$ cat config.mk
export PLATFORM = sky130hd
export DESIGN_NAME = audio_pwm_out
export DESIGN_NICKNAME = d
export VERILOG_FILES = /design/src/rtl/audio_pkg.sv /design/src/rtl/audio_pwm_out_sample_fifo.sv /design/src/rtl/audio_pwm_out.sv
export SDC_FILE = /design/constraint.sdc
export NUM_CORES = 1
export LEC_CHECK = 0
export BUFFER_PORTS_ARGS = -buffer_cell sky130_fd_sc_hd__clkbuf_2
export CAP_MARGIN = 20
export CORE_MARGIN = 8
export CORE_UTILIZATION = 36
export DETAILED_ROUTE_END_ITERATION = 10
export PLACE_DENSITY = 0.51
export SLEW_MARGIN = 10
export SYNTH_ARGS = -nofsm -noshare
export SYNTH_HDL_FRONTEND = slang
export SYNTH_HIERARCHICAL = 1
export SYNTH_SLANG_ARGS = --single-unit
$ cat constraint.sdc
create_clock -name clk -period 2.54 [get_ports clk]
set_input_delay 0.381 -clock clk [delete_from_list [all_inputs] [get_ports clk]]
set_output_delay 0.381 -clock clk [all_outputs]
set_load 0.02 [all_outputs]
$ cat src/rtl/audio_pkg.sv
// Shared audio definitions for the synth sample path: used by the note mixer
// and by the PWM output stage.
package audio_pkg;

  localparam int SAMPLE_W_DEFAULT = 8;

  localparam logic [SAMPLE_W_DEFAULT-1:0] MIDSCALE = {1'b1, {(SAMPLE_W_DEFAULT-1){1'b0}}};

  typedef logic [SAMPLE_W_DEFAULT-1:0] sample_t;

  // Midscale code for an arbitrary sample width (silence for an unsigned stream).
  function automatic int unsigned midscale_of(input int unsigned width);
    return 32'd1 << (width - 1);
  endfunction

endpackage

$ cat src/rtl/audio_pwm_out_sample_fifo.sv
// sample_fifo: small synchronous FIFO with circular pointers one bit wider than
// the index, so full and empty are told apart by the wr - rd difference.
module sample_fifo
  import audio_pkg::*;
#(
  parameter int WIDTH = SAMPLE_W_DEFAULT,
  parameter int DEPTH = 4
) (
  input  logic                     clk,
  input  logic                     rst_n,
  input  logic                     push,
  input  logic [WIDTH-1:0]         push_data,
  input  logic                     pop,
  output logic [WIDTH-1:0]         pop_data,
  output logic                     full,
  output logic                     empty,
  output logic [$clog2(DEPTH):0]   level
);

  localparam int W_PTR = $clog2(DEPTH);
  localparam logic [W_PTR:0] DEPTH_CNT = (W_PTR+1)'(DEPTH);

  logic [WIDTH-1:0] mem [DEPTH];
  logic [W_PTR:0]   wr_ptr;
  logic [W_PTR:0]   rd_ptr;
  logic             do_push;
  logic             do_pop;

  assign level    = wr_ptr - rd_ptr;
  assign full     = (level == DEPTH_CNT);
  assign empty    = (level == '0);
  assign do_push  = push && !full;
  assign do_pop   = pop && !empty;
  assign pop_data = mem[rd_ptr[W_PTR-1:0]];

  always_ff @(posedge clk) begin
    if (!rst_n) begin
      wr_ptr <= '0;
      rd_ptr <= '0;
    end else begin
      if (do_push) wr_ptr <= wr_ptr + 1'b1;
      if (do_pop)  rd_ptr <= rd_ptr + 1'b1;
    end
  end

  // Storage is not reset; the pointers alone decide what is valid.
  always_ff @(posedge clk) begin
    if (do_push) mem[wr_ptr[W_PTR-1:0]] <= push_data;
  end

endmodule

$ cat src/rtl/audio_pwm_out.sv
// audio_pwm_out: buffers 8-bit samples and plays each one as a single PWM period.
// Optional AUDIO_PWM_UNDERRUN_CNT_EN adds a saturating underrun_count output.
module audio_pwm_out
  import audio_pkg::*;
#(
  parameter int SAMPLE_W   = SAMPLE_W_DEFAULT,
  parameter int FIFO_DEPTH = 4
) (
  input  logic                          clk,
  input  logic                          rst_n,
  input  logic [SAMPLE_W-1:0]           sample,
  input  logic                          sample_valid,
  output logic                          sample_ready,
  output logic                          pwm,
  output logic                          period_tick,
  output logic                          underrun,
  output logic [$clog2(FIFO_DEPTH):0]   fifo_level
`ifdef AUDIO_PWM_UNDERRUN_CNT_EN
  ,
  output logic [7:0]                    underrun_count
`endif
);

  localparam logic [SAMPLE_W-1:0] CNT_MAX  = '1;
  localparam logic [SAMPLE_W-1:0] DUTY_RST = SAMPLE_W'(midscale_of(SAMPLE_W));

  logic [SAMPLE_W-1:0] cnt;
  logic [SAMPLE_W-1:0] duty;
  logic [SAMPLE_W-1:0] fifo_head;
  logic                fifo_full;
  logic                fifo_empty;
  logic                boundary;
  logic                push;
  logic                pop;

  // Empty test uses the registered level, so a sample arriving on the boundary
  // cycle itself waits for the following boundary.
  assign boundary     = (cnt == CNT_MAX);
  assign sample_ready = !fifo_full;
  assign push         = sample_valid && sample_ready;
  assign pop          = boundary && !fifo_empty;
  assign period_tick  = boundary;
  assign underrun     = boundary && fifo_empty;

  sample_fifo #(
    .WIDTH (SAMPLE_W),
    .DEPTH (FIFO_DEPTH)
  ) u_fifo (
    .clk       (clk),
    .rst_n     (rst_n),
    .push      (push),
    .push_data (sample),
    .pop       (pop),
    .pop_data  (fifo_head),
    .full      (fifo_full),
    .empty     (fifo_empty),
    .level     (fifo_level)
  );

  // The duty loaded at the boundary is in effect from cnt == 0, so the new
  // level reaches the pin one cycle after the wrap.
  always_ff @(posedge clk) begin
    if (!rst_n) begin
      cnt  <= '0;
      duty <= DUTY_RST;
      pwm  <= 1'b0;
    end else begin
      cnt <= cnt + 1'b1;
      if (pop) duty <= fifo_head;
      pwm <= (cnt < duty);
    end
  end

`ifdef AUDIO_PWM_UNDERRUN_CNT_EN
  always_ff @(posedge clk) begin
    if (!rst_n) begin
      underrun_count <= 8'd0;
    end else if (underrun && (underrun_count != 8'hFF)) begin
      underrun_count <= underrun_count + 8'd1;
    end
  end
`endif

endmodule
==> metrics.yaml, run 1 <==
status:
  status: "completed"
clock_network:
  cts.htree.levels: 3
  clockBufferDepth: 2
  cts_inserted_buffers: 9
  cts_root_buffer: "clkbuf_8"
  insertion_delay_ns: 0.34
  cts_tree: "built"
  clock-sinks: 57
  clk_pin_slew_ns: 0.07
  cts_setup_buffers: 0
yosys:
  synthesis.area_mm2: 0.00252
  synth_fa_ha_area_share_pct: 7.73
  synthTopCellsByArea: "edfxtp_1 38%, dfxtp_1 20%, mux4_2 7.1%"
  synth_top_family_by_area: "multiplexers"
  synthCells: 196
  yosys.area.top_type_share_pct: 38.1
  synth_simple_gate_area_share_pct: 11.2
  ys_seq_elements: 57
  synth_cell_type_count: 37
  dominantRegCellSynth: "edfxtp_1"
  yosysSeqAreaShare_pct: 57.9
  synth_fp_nets: 222
  synth_xor_area_share_pct: 1.98
  synth_edf_count: 32
  synth_compound_area_share_pct: 4.76
  synth.most_common_cell: "edfxtp_1"
  synthMuxAreaShare_pct: 12.7
  synth_area_per_cell_um2: 12.9
  synthTopCellsByCount: "32 x edfxtp_1, 27 x nand2_1, 25 x dfxtp_1"
  yosys_warnings: 6
  yosysTopAreaCell: "edfxtp_1"
  async_reset_ff_share_pct: 0
routing:
  drt_first_pass_iters: 4
  vias: 1479
  detail_route.wl_per_cell_um: 12.8
  post-route-drc-count: 0
  drt_wl_total_um: 4240
  postRouteAntennaNets: 0
  viasPerCell: 4.47
  drt-initial-drc-count: 45
pwr:
  finalPower_mw: 2.04
  pwr-share-comb_pct: 7.0
  ir_drop_mv: 0.313
  power.leakage_nw: 1.12
  powerDensity_mw_per_mm2: 676
  p_int_mw: 1.54
  p_clk_share_pct: 43.1
  seqPwrFrac_pct: 49.9
  sw_frac_of_total_pct: 24.4
  p_sw_mw: 0.499
hold_path:
  hp-start: "sample[1]"
  min_to: "u_fifo/mem[0][1]$_DFFE_PP_"
  hp-class: "input pin to register"
  hold_path_depth: 1
layout:
  final_nets: 256
  final-instance-count-excl-fill: 331
  n_fill_cell: 630
  stdcell_area_mm2: 0.00303
  n_antenna_cell: 0
  multi_input_area_um2: 985
  drive_gt1_share_pct: 26.8
  register_area_mm2: 0.00146
  area_growth_pct: 19.9
sta:
  drv_slew: 0
  setup_viol: 0
  fmax_mhz: 411
  rsz0062_at_grt: "true"
  worst_hold_slack_ns: 0.258
  relSlewSlack_pct: 65.3
  hold_viol: 0
  worst_pin_slew_ns: 0.520
  finalCritPeriodShare_pct: 95.9
  fin_skew_ns: 0.00352
  finalCriticalPeriod_ns: 2.44
worst_setup_path:
  slowest_stage: "fa_1"
  crit_path_end_kind: "output pin"
  slowest_delay_ns: 0.52
  path_delay_family: "adder cells"
  r2r-end: "u_fifo/mem[0][4]$_DFFE_PP_"
  worst-path-buf-inv: 3
  rrSetupSlack_ns: 0.25
  critPathMostFrequentCell: "buf_4"
  crit_path_start: "u_fifo/wr_ptr[0]$_SDFFE_PN0P_"
  critPathLaunchType: "register"
  worst_ep_arrival_time_ns: 2.05
  worstSetupPathType: "register to output pin"
  worstPathRequired_ns: 2.16
  reg2reg_depth: 9
  cp_max_fo: 4
  r2r_start: "u_fifo/wr_ptr[0]$_SDFFE_PN0P_"
  crit_chain: "inv_1 > ha_1 > fa_1 > nand2_1 > buf_4 > nor2_4 > and2_1 > buf_4"
floorplanning:
  pin_count: 18
  fp.dieH_um: 99.7
  coreArea_mm2: 0.00679
  fp.dieW_um: 99.7
  dieArea_mm2: 0.00995
  start_util_pct: 37.1
  rows: 30
place:
  dpl_cell_area_mm2: 0.00280
  dp_hpwl_um: 3170
  place_congestion: 0.748
  port_buffers: 17
  dp_cells: 315
global_route:
  use_met3_pct: 4.26
  grt_pass1_vias: 1487
  gr-usage-met1_pct: 12.6
  grt_pass1_wl_um: 7210
  antenna_found_initial: 0
  grt_max_degree: 29
  use_met2_pct: 12.8
  grt-busiest-layer: "met2"
  grt_overflow_total: 0
  grt_usage_pct: 9.57
run:
  maxCapViolCount: 0
==> final cells by class <==
cell class	instances	share of cell area, %
Clock buffer	9	4.09
Clock inverter	7	2.81
Inverter	16	1.99
Multi-Input combinational cell	117	32.5
Sequential cell	57	48.3
Tap cell	96	3.97
Timing Repair Buffer	29	6.29
==> cell usage in the layout (no fill, tap or decap), types with 3 or more instances in the layout <==
cell type and n:
a21oi_1 5, and2_1 4, buf_4 12, clkbuf_2 16, clkbuf_8 9, dfxtp_1 25, edfxtp_1 32, ha_1 14
inv_1 14, inv_6 3, mux2i_1 14, mux4_2 8, nand2_1 27, nand3_1 4, nor2_1 7, o21ai_0 5
or3_1 3
==> worst max path at each step <==
stage	endpoint	slack, ns	cells past startpoint
floorplan	register	0.007	10
global placement	u_fifo/mem[2][4]$_DFFE_PP_	0.13	8
detailed placement	u_fifo/mem[2][4]$_DFFE_PP_	0.04	8
CTS	underrun	0.009	8
global route	underrun	-0.02	8
finish	underrun	0.10	8
==> worst reg2reg max path: cells and delay by family, from the launching register on <==
kind,cells,cell delay (ns)
fa+ha+maj,2,0.58
simple gates,3,0.42
flops,1,0.34
xor+xnor,1,0.28
compound gates,1,0.20
buf+inv,2,0.19
==> registers in the layout (all words and copies together) (netlist names), named ones only <==
signal         cells
cnt                8
duty               8
pwm                1
u_fifo/mem        32
u_fifo/rd_ptr      3
u_fifo/wr_ptr      3
==> logic make-up (layout without fill, tap and decap cells) <==
kind of cell | after synthesis | in the layout
flip-flops | 57 | 57
adder cells (fa/ha/maj) | 15 | 15
multiplexers | 22 | 22
XOR/XNOR | 4 | 4
buffers and inverters | 22 | 61
AND/OR/NAND/NOR | 58 | 58
AO/OA/AOI/OAI | 18 | 18
==> power by group through the flow <==
stage	clock network (mW)	registers, mW	logic [mW]
4_1_cts	0.911	1.02	0.143
2_1_floorplan	0	1.04	0.0786
3_3_place_gp	0	1.04	0.141
6_report	0.882	1.02	0.142
5_1_grt	0.959	1.02	0.161
3_5_place_dp	0	1.04	0.141
==> timing repair <==
action,4_1_cts,5_1_grt
cloned,0,0
endpoints found under the setup margin,2,17
hold buffers,0,0
gates resized for setup,2,5
pin swaps,1,0
==> routing by layer <==
metal | up-vias | share of wire, % | routed length (um)
met3 | 8 | 4.1 | 175
met1 | 677 | 53 | 2240
met5 | - | 0 | 0
met4 | 0 | 1.8 | 78
li1 | 771 | - | -
met2 | 23 | 41 | 1750
==> per-stage QoR <==
step / worst slack (ns) / TNS [ns] / util [%]
floorplan: 0.00743 / 0 / -
global placement: 0.133 / 0 / 41.2
detailed placement: 0.0417 / 0 / 41.2
CTS: 0.00923 / 0 / 44.4
global route: -0.0164 / -0.0164 / 44.5
finish: 0.104 / 0 / 44.5
No activity file was read; power rests on OpenSTA's default activity.
==> run 2, diff against run 1 <==
- RECOVER_POWER: not set -> 50
==> run 2 against run 1 <==
  * Clock skew barely moved
  * Count of clock-buffer cells in the layout did not move
  * Power fell by 0.15%
  * First-iteration DRC count fell by 6.7%
  * Maximum frequency barely moved
  * Cell area fell by 0.62%
  * Sequential power barely moved
  * Sequential cell count did not move
  * Register-to-register slack barely moved
  * Critical endpoint unchanged
==> metrics.yaml, run 2 (same netlist as run 1, synthesis figures left out) <==
pwr:
  powerDensity_mw_per_mm2: 679
  power.leakage_nw: 1.08
  p_int_mw: 1.54
  seqPwrFrac_pct: 50.0
  p_sw_mw: 0.500
  pwr-share-comb_pct: 6.8
  sw_frac_of_total_pct: 24.5
  p_clk_share_pct: 43.3
  finalPower_mw: 2.04
  ir_drop_mv: 0.312
worst_setup_path:
  reg2reg_depth: 9
  slowest_delay_ns: 0.52
  critPathLaunchType: "register"
  worst_ep_arrival_time_ns: 2.05
  crit_path_end_kind: "output pin"
  cp.depth: 8
  worstPathRequired_ns: 2.16
  cp_max_fo: 4
  worstSetupPathType: "register to output pin"
  slowest_stage: "fa_1"
  critPathMostFrequentCell: "buf_4"
  crit_chain: "inv_1 > ha_1 > fa_1 > nand2_1 > buf_4 > nor2_4 > and2_1 > buf_4"
  worst-path-buf-inv: 3
  path_delay_family: "adder cells"
global_route:
  antenna_found_initial: 0
  grt_max_degree: 29
  grt_overflow_total: 0
  grt_usage_pct: 9.57
  grt_pass1_vias: 1487
  grt_pass1_wl_um: 7210
layout:
  final_nets: 256
  mostFrequentLayoutCells: "32 x edfxtp_1, 27 x nand2_1, 25 x dfxtp_1"
  stdcell_area_mm2: 0.00301
  drive_gt1_share_pct: 21.3
  n_antenna_cell: 0
  final-instance-count-excl-fill: 331
  final_common_cell: "edfxtp_1"
  area_growth_pct: 19.1
  n_fill_cell: 635
  largest_register_ff_count: 32
clock_network:
  cts_inserted_buffers: 9
  cts_root_buffer: "clkbuf_8"
  insertion_delay_ns: 0.34
  clock-sinks: 57
  cts.htree.levels: 3
  clk_pin_slew_ns: 0.07
  clockBufferDepth: 2
  cts_tree: "built"
sta:
  fmax_mhz: 411
  fin_skew_ns: 0.00359
  relSlewSlack_pct: 65.3
  finalCriticalPeriod_ns: 2.43
  finalCritPeriodShare_pct: 95.9
  rsz0062_at_grt: "true"
  setup_viol: 0
  fin_ws_ns: 0.105
  drv_slew: 0
  worst_pin_slew_ns: 0.520
  hold_viol: 0
routing:
  drt-initial-drc-count: 42
  postRouteAntennaNets: 0
  drt_wl_total_um: 4250
  viasPerCell: 4.49
  vias: 1486
  drt_first_pass_iters: 4
  post-route-drc-count: 0
  detail_route.wl_per_cell_um: 12.8
place:
  dp_hpwl_um: 3170
  place_congestion: 0.748
  dp_cells: 315
  dp_slack_ns: 0.0417
  port_buffers: 17
  dpl_cell_area_mm2: 0.00280
run:
  maxCapViolCount: 0
floorplanning:
  fp.dieW_um: 99.7
  coreArea_mm2: 0.00679
  pin_count: 18
  rows: 30
  dieArea_mm2: 0.00995
  fp.dieH_um: 99.7
  start_util_pct: 37.1
hold_path:
  hp-class: "input pin to register"
  hold_path_depth: 1
status:
  status: "completed"
[run 2: worst paths after layout]
path	start	to	slack [ns]
min reg2reg	duty[6]$_SDFFE_PN0P_	duty[6]$_SDFFE_PN0P_	0.46
min	sample[1]	u_fifo/mem[0][1]$_DFFE_PP_	0.30
max reg2reg	u_fifo/wr_ptr[0]$_SDFFE_PN0P_	u_fifo/mem[0][4]$_DFFE_PP_	0.25
max	u_fifo/wr_ptr[0]$_SDFFE_PN0P_	underrun	0.11
[run 2: timing repair]
| item | in CTS | in global routing |
|---|---|---|
| pin swaps | 1 | 0 |
| gates resized for setup | 2 | 5 |
| setup endpoints to repair | 2 | 17 |
| setup buffers | 0 | 0 |
| hold buffers | 0 | 0 |
[run 2: cell type report]
class | count | area [um2] | share of cell area (%)
inverters | 16 | 60.1 | 2.00
clock buffers | 9 | 124 | 4.12
well taps | 96 | 120 | 4.00
multi-input cells | 117 | 985 | 32.8
flip-flops and latches | 57 | 1460 | 48.6
repair buffers | 29 | 171 | 5.70
clock inverters | 7 | 85.1 | 2.83
[run 2: metrics by stage]
step	setup TNS, ns	hold WS (ns)	util, %
final	0	0.299	44.3
after global routing	-0.0164	0.296	44.3
after CTS	0	0.244	44.4
after detailed placement	0	0.449	41.2
after global placement	0	0.445	41.2
after floorplan	0	0.430	-
[run 2: routing by layer]
layer | GRT usage [%] | up-vias | part of all wire, % | wire [um]
li1 | - | 771 | - | -
met1 | 12.6 | 683 | 53 | 2240
met2 | 12.8 | 24 | 41 | 1760
met3 | 4.26 | 8 | 4.2 | 177
met4 | 4.89 | 0 | 1.8 | 78
met5 | 0 | - | 0 | 0
[run 2: power groups by stage]
stage               Combinational, mW  Sequential (mW)  Clock [mW]
detailed placement              0.141             1.04           0
finish                          0.138             1.02       0.883
global placement                0.141             1.04           0
CTS                             0.143             1.02       0.911
floorplan                      0.0786             1.04           0
global route                    0.157             1.02       0.959
